==> config.mk <==
export PLATFORM = sky130hd
export DESIGN_NAME = mul_div_unit
export DESIGN_NICKNAME = d
export VERILOG_FILES = /design/src/rtl/mul_div_unit.sv
export SDC_FILE = /design/constraint.sdc
export NUM_CORES = 1
export LEC_CHECK = 0
export CAP_MARGIN = 20
export CORE_ASPECT_RATIO = 1.75
export CORE_MARGIN = 5
export CORE_UTILIZATION = 55
export DETAILED_ROUTE_END_ITERATION = 6
export GPL_TIMING_DRIVEN = 0
export PLACE_DENSITY = 0.77
export SYNTH_ARGS = -nofsm -noshare
export SYNTH_HDL_FRONTEND = slang
export SYNTH_SLANG_ARGS = --single-unit
==> constraint.sdc <==
create_clock -name clk -period 6.3 [get_ports clk]
set_clock_uncertainty 0.05 [all_clocks]
set_input_delay 0.63 -clock clk [delete_from_list [all_inputs] [get_ports clk]]
set_output_delay 0.63 -clock clk [all_outputs]
set_load 0.01 [all_outputs]
==> src/rtl/mul_div_unit.sv <==
// Iterative unsigned multiply/divide engine producing a MIPS-style HI/LO result.
// Shift-add multiply and restoring divide, one bit per clock, start/busy/done handshake.
module mul_div_unit #(
  parameter int unsigned WIDTH = 32
) (
  input  logic             clk,
  input  logic             rst_n,
  input  logic             start,
  input  logic [5:0]       funct,
  input  logic [WIDTH-1:0] a,
  input  logic [WIDTH-1:0] b,
  output logic             busy,
  output logic             done,
  output logic [WIDTH-1:0] hi,
  output logic [WIDTH-1:0] lo,
  output logic             div_by_zero
);

  localparam logic [5:0] FUNCT_MUL = 6'b011000;
  localparam logic [5:0] FUNCT_DIV = 6'b011010;
  localparam int unsigned CW = $clog2(WIDTH + 1);

  typedef enum logic [1:0] {S_IDLE, S_MUL, S_DIV, S_DONE} state_t;

  state_t             r_state;
  state_t             w_next;
  logic [CW-1:0]      r_cnt;
  logic [2*WIDTH:0]   r_acc;
  logic [WIDTH-1:0]   r_mcand;
  logic [WIDTH-1:0]   r_rem;
  logic [WIDTH-1:0]   r_quot;
  logic [WIDTH-1:0]   r_dvsr;
  logic [WIDTH-1:0]   r_hi;
  logic [WIDTH-1:0]   r_lo;
  logic               r_dbz;

  logic               w_acc_mul;
  logic               w_acc_div;
  logic               w_div0;
  logic               w_last;
  logic [WIDTH:0]     w_upper;
  logic [2*WIDTH:0]   w_acc_nxt;
  logic [WIDTH:0]     w_shift;
  logic [WIDTH-1:0]   w_diff;
  logic               w_borrow;
  logic [WIDTH-1:0]   w_rem_nxt;
  logic [WIDTH-1:0]   w_quot_nxt;

  assign w_acc_mul = (r_state == S_IDLE) && start && (funct == FUNCT_MUL);
  assign w_acc_div = (r_state == S_IDLE) && start && (funct == FUNCT_DIV) && (b != '0);
  assign w_div0    = (r_state == S_IDLE) && start && (funct == FUNCT_DIV) && (b == '0);
  assign w_last    = (r_cnt == CW'(WIDTH - 1));

  // Multiply: add multiplicand into upper half when multiplier LSB is set, then shift right.
  assign w_upper   = r_acc[2*WIDTH:WIDTH] + (r_acc[0] ? {1'b0, r_mcand} : '0);
  assign w_acc_nxt = {1'b0, w_upper, r_acc[WIDTH-1:1]};

  // Divide: shift {rem,quot} left, keep the trial difference only if it did not borrow.
  // The difference is taken modulo 2^WIDTH; it is only used when it fits.
  assign w_shift    = {r_rem, r_quot[WIDTH-1]};
  assign w_borrow   = (w_shift < {1'b0, r_dvsr});
  assign w_diff     = w_shift[WIDTH-1:0] - r_dvsr;
  assign w_rem_nxt  = w_borrow ? w_shift[WIDTH-1:0] : w_diff;
  assign w_quot_nxt = {r_quot[WIDTH-2:0], ~w_borrow};

  always_ff @(posedge clk or negedge rst_n) begin
    if (!rst_n) r_state <= S_IDLE;
    else        r_state <= w_next;
  end

  always_comb begin
    w_next = r_state;
    busy   = 1'b0;
    done   = 1'b0;
    case (r_state)
      S_IDLE: begin
        if (w_acc_mul)      w_next = S_MUL;
        else if (w_acc_div) w_next = S_DIV;
        else if (w_div0)    w_next = S_DONE;
      end
      S_MUL: begin
        busy = 1'b1;
        if (w_last) w_next = S_DONE;
      end
      S_DIV: begin
        busy = 1'b1;
        if (w_last) w_next = S_DONE;
      end
      S_DONE: begin
        done   = 1'b1;
        w_next = S_IDLE;
      end
      default: w_next = S_IDLE;
    endcase
  end

  always_ff @(posedge clk or negedge rst_n) begin
    if (!rst_n) begin
      r_cnt   <= '0;
      r_acc   <= '0;
      r_mcand <= '0;
      r_rem   <= '0;
      r_quot  <= '0;
      r_dvsr  <= '0;
      r_hi    <= '0;
      r_lo    <= '0;
      r_dbz   <= 1'b0;
    end else if (w_acc_mul) begin
      r_acc   <= {{(WIDTH+1){1'b0}}, b};
      r_mcand <= a;
      r_cnt   <= '0;
    end else if (w_acc_div) begin
      r_rem   <= '0;
      r_quot  <= a;
      r_dvsr  <= b;
      r_cnt   <= '0;
    end else if (w_div0) begin
      r_hi  <= a;
      r_lo  <= '1;
      r_dbz <= 1'b1;
    end else if (r_state == S_MUL) begin
      // Final iteration's result goes straight to hi/lo on the edge that enters DONE.
      r_acc <= w_acc_nxt;
      r_cnt <= r_cnt + CW'(1);
      if (w_last) begin
        r_hi  <= w_acc_nxt[2*WIDTH-1:WIDTH];
        r_lo  <= w_acc_nxt[WIDTH-1:0];
        r_dbz <= 1'b0;
      end
    end else if (r_state == S_DIV) begin
      r_rem  <= w_rem_nxt;
      r_quot <= w_quot_nxt;
      r_cnt  <= r_cnt + CW'(1);
      if (w_last) begin
        r_hi  <= w_rem_nxt;
        r_lo  <= w_quot_nxt;
        r_dbz <= 1'b0;
      end
    end
  end

  assign hi          = r_hi;
  assign lo          = r_lo;
  assign div_by_zero = r_dbz;

endmodule

==> run_results.csv <==
group,metric,value,unit
run_status,status,"complete, but fails checks",
run_status,violations,"negative hold slack",
global_routing,grt.total_usage,37.8,%
cells_and_area,drive_gt1_share,4.53,%
drt,via_count,15300,
worst_setup_path,required,6.71,ns
worst_setup_path,crit_path_end_kind,"register",
cells_and_area,area.growth.synth_to_final,17.8,%
cells_and_area,final_cell_mix,"nand2_1 (316), dfrtp_1 (265), nor2_1 (168)",
clock_tree,cts_tree,"built",
worst_setup_path,cp.arrival,4.69,ns
cells_and_area,fin_area,18500,sq um
clock_tree,htree_levels,1,
synth,ys.flop_type,"dfrtp_1",
floorplan,die_h,234,um
global_routing,grt_max_degree,106,
synth,synthAdderAreaFrac,5.83,%
synth,yosys.area_share.simple,19.6,%
place,numPortBuffers,139,
clock_tree,clk_path_buf_depth,3,
cells_and_area,multiInputGateArea,8390,sq um
synth,synth_seq_cells,265,
drt,drt_iter0_drc,1517,
worst_setup_path,r2r_start,"r_acc[0]",
place,post_dp_cell_area,17600,sq um
global_routing,antenna_found_initial,1,
hold_path,hold_path.class,"in2async",
clock_tree,post_cts_buffers,0,
synth,ys_types,90,
clock_tree,insertion_delay,0.56,ns
worst_setup_path,startpoint,"r_acc[0]",
synth,synthCells,1820,
drt,viasPerCell,6.43,
clock_tree,post_cts_resized,0,
synth,syn_avg_cell_area,8.64,sq um
synth,async_flop_share,100,%
drt,drc,0,
floorplan,die_area,32200,sq um
worst_setup_path,cp_cell_sequence,"clkbuf_1, and2_1, ha_1, fa_1, a21o_1, a31oi_1, nor4_1, o21bai_2, a31oi_1, a41o_1, o21ai_0, o221ai_1",
cells_and_area,diodes,0,
timing,hold_viol,17,
worst_setup_path,path_depth,12,
cells_and_area,register_area,6630,sq um
clock_tree,cts-root-buf,"clkbuf_16",
drt,firstDrtPassIters,5,
timing,period_share,67.9,%
worst_setup_path,endpoint,"hi[31]",
worst_setup_path,cp_num_buf_inv,1,
place,hpwl,48100,um
flow_run,drv_cap,0,
global_routing,grt-ovfl-total,0,
clock_tree,cts_sinks,265,
clock_tree,clk_pin_slew_worst_paths,0.07,ns
worst_setup_path,slowest_stage,"a31oi_1",
timing,period_needed,4.27,ns
drt,ant_nets,0,
power_and_ir_drop,leakage,8.25,nW
floorplan,rows,82,
worst_setup_path,crit_fanout,10,
global_routing,grt_pass1_wl,90300,um
synth,ys_seq_area_share,42.2,%
timing,rsz0062_at_grt,"no",
synth,syn_nets,1965,
floorplan,io_pins,140,
worst_setup_path,path_class,"reg2reg",
synth,netlist_area,15700,sq um
timing,slew_violations,0,
clock_tree,ctsHoldBuffers,0,
worst_setup_path,path_delay_family,"compound AO/OA/AOI/OAI gates",
power_and_ir_drop,p_total,8.95,mW
synth,synth_top_family_by_area,"compound AO/OA/AOI/OAI gates",
synth,synth_edf_count,0,
synth,muxShareOfSynthArea,3.08,%
timing,setup_viol,0,
timing,slew_headroom,25.2,%
synth,synth_xor_area_share,2.40,%
floorplan,core-area,28400,sq um
worst_setup_path,crit_top_cell,"a31oi_1",
synth,yosysWarnings,0,
power_and_ir_drop,power_density,483,nW/um^2
cells_and_area,nets,2134,
worst_setup_path,r2r_slack,2.03,ns
global_routing,grt_pass1_vias,15100,
worst_setup_path,reg2reg_depth,12,
place,gp_congestion,0.981,
timing,worst_slew_pin_slew,1.12,ns
drt,wl_per_cell,25.5,um
worst_setup_path,max_stage_delay,0.70,ns
floorplan,die_w,138,um
synth,synth-compound-area-share,22.5,%
worst_setup_path,critPathLaunchType,"register",
clock_tree,numCtsBuffers,26,
cells_and_area,final_common_cell,"nand2_1",
timing,max_freq,0.234,GHz
drt,finalWirelength,60900,um
floorplan,start_util,55.3,%
power_and_ir_drop,vdd_ir_drop_max,0.000464,V
cells_and_area,fillCellCount,2480,
worst_setup_path,reg2reg_to,"hi[31]",
timing,whs,-0.0407,ns
flip-flops by register name (all words and copies together) (netlist names):
register	flops
r_state	2
r_cnt	6
r_dvsr	32
hi	32
div_by_zero	1
r_rem	32
lo	32
r_mcand	32
r_acc	64
r_quot	32
through the flow:
step,utilization (%),cells,setup WS [ns],setup TNS [ns]
after floorplan,-,1820,3.45,0
after global placement,61.9,2337,-6.67,-1756.87
after detailed placement,62.1,2339,2.08,0
after global routing,65.1,2385,1.96,0
after CTS,65.1,2385,2.13,0
final,65.1,2385,2.03,0
cell families after synthesis:
| group | count (synthesis) |
|---|---|
| buf+inv | 172 |
| mux | 48 |
| xor+xnor | 43 |
| flops | 265 |
| fa+ha+maj | 72 |
| compound gates | 532 |
| simple gates | 688 |
power by group:
part | switching, mW | total (mW) | internal, mW
Clock | 0.700 | 1.62 | 0.923
Combinational | 2.83 | 4.55 | 1.72
Sequential | 0.511 | 2.78 | 2.27
worst register-to-register path, stage by stage, from the launching register on:
cell and delay (ns):
dfrtp_1 0.50, clkbuf_1 0.44, and2_1 0.22, ha_1 0.24
fa_1 0.25, a21o_1 0.17, a31oi_1 0.13, nor4_1 0.57
o21bai_2 0.35, a31oi_1 0.70, a41o_1 0.27, o21ai_0 0.11
o221ai_1 0.20
per-layer routing:
layer	up-vias	GRT usage (%)	part of all wire [%]
met5	-	0	0
met4	0	31.9	11
met3	277	5.39	7.5
met2	873	62.9	48
met1	7320	41.9	34
li1	6862	-	-
synthesized netlist by cell type (all sizes together), types with 4 or more instances:
| cell | n | area share, % |
|---|---|---|
| xnor2 | 26 | 1.4 |
| a22o | 18 | 1.0 |
| o221ai | 10 | 0.60 |
| o21a | 8 | 0.38 |
| inv | 60 | 1.4 |
| a211o | 5 | 0.28 |
| o22ai | 40 | 1.6 |
| nor2 | 169 | 4.1 |
| xor2 | 17 | 0.95 |
| o211ai | 42 | 2.0 |
| a21oi | 112 | 3.7 |
| nor2b | 6 | 0.24 |
| nor3 | 34 | 1.1 |
| nand3 | 29 | 0.92 |
| dfrtp | 265 | 42 |
| ha | 70 | 5.6 |
| clkbuf | 86 | 2.1 |
| a31o | 6 | 0.33 |
| nand2b | 9 | 0.36 |
| a311oi | 4 | 0.26 |
| and3 | 21 | 0.84 |
| o31ai | 11 | 0.64 |
| o21ai | 112 | 3.6 |
| nor4 | 14 | 0.56 |
| or3 | 17 | 0.68 |
| a211oi | 48 | 2.4 |
| a31oi | 41 | 1.6 |
| o21bai | 8 | 0.41 |
| a22oi | 13 | 0.62 |
| a32o | 4 | 0.25 |
| nand2 | 317 | 7.6 |
| a21o | 20 | 0.96 |
| buf | 25 | 0.91 |
| and2 | 40 | 1.6 |
| nand4 | 11 | 0.44 |
| mux2i | 45 | 2.9 |
cell type report:
type | count | area share (%)
multi-input cells | 1383 | 45.3
flip-flops and latches | 265 | 35.8
repair buffers | 141 | 7.84
clock buffers | 35 | 4.08
well taps | 378 | 2.55
plain buffers | 111 | 2.51
inverters | 61 | 1.24
clock inverters | 11 | 0.642
how the worst min path moves through the flow:
stage / start / endpoint / cells after the start
5_1_grt: rst_n / r_acc[43] / 1
6_report: rst_n / r_acc[44] / 1
3_5_place_dp: r_mcand[29] / r_mcand[29] / 2
2_1_floorplan: rst_n / div_by_zero / 0
3_3_place_gp: r_mcand[25] / r_mcand[25] / 2
4_1_cts: rst_n / r_acc[43] / 1
(Power assumes the default switching activity.)
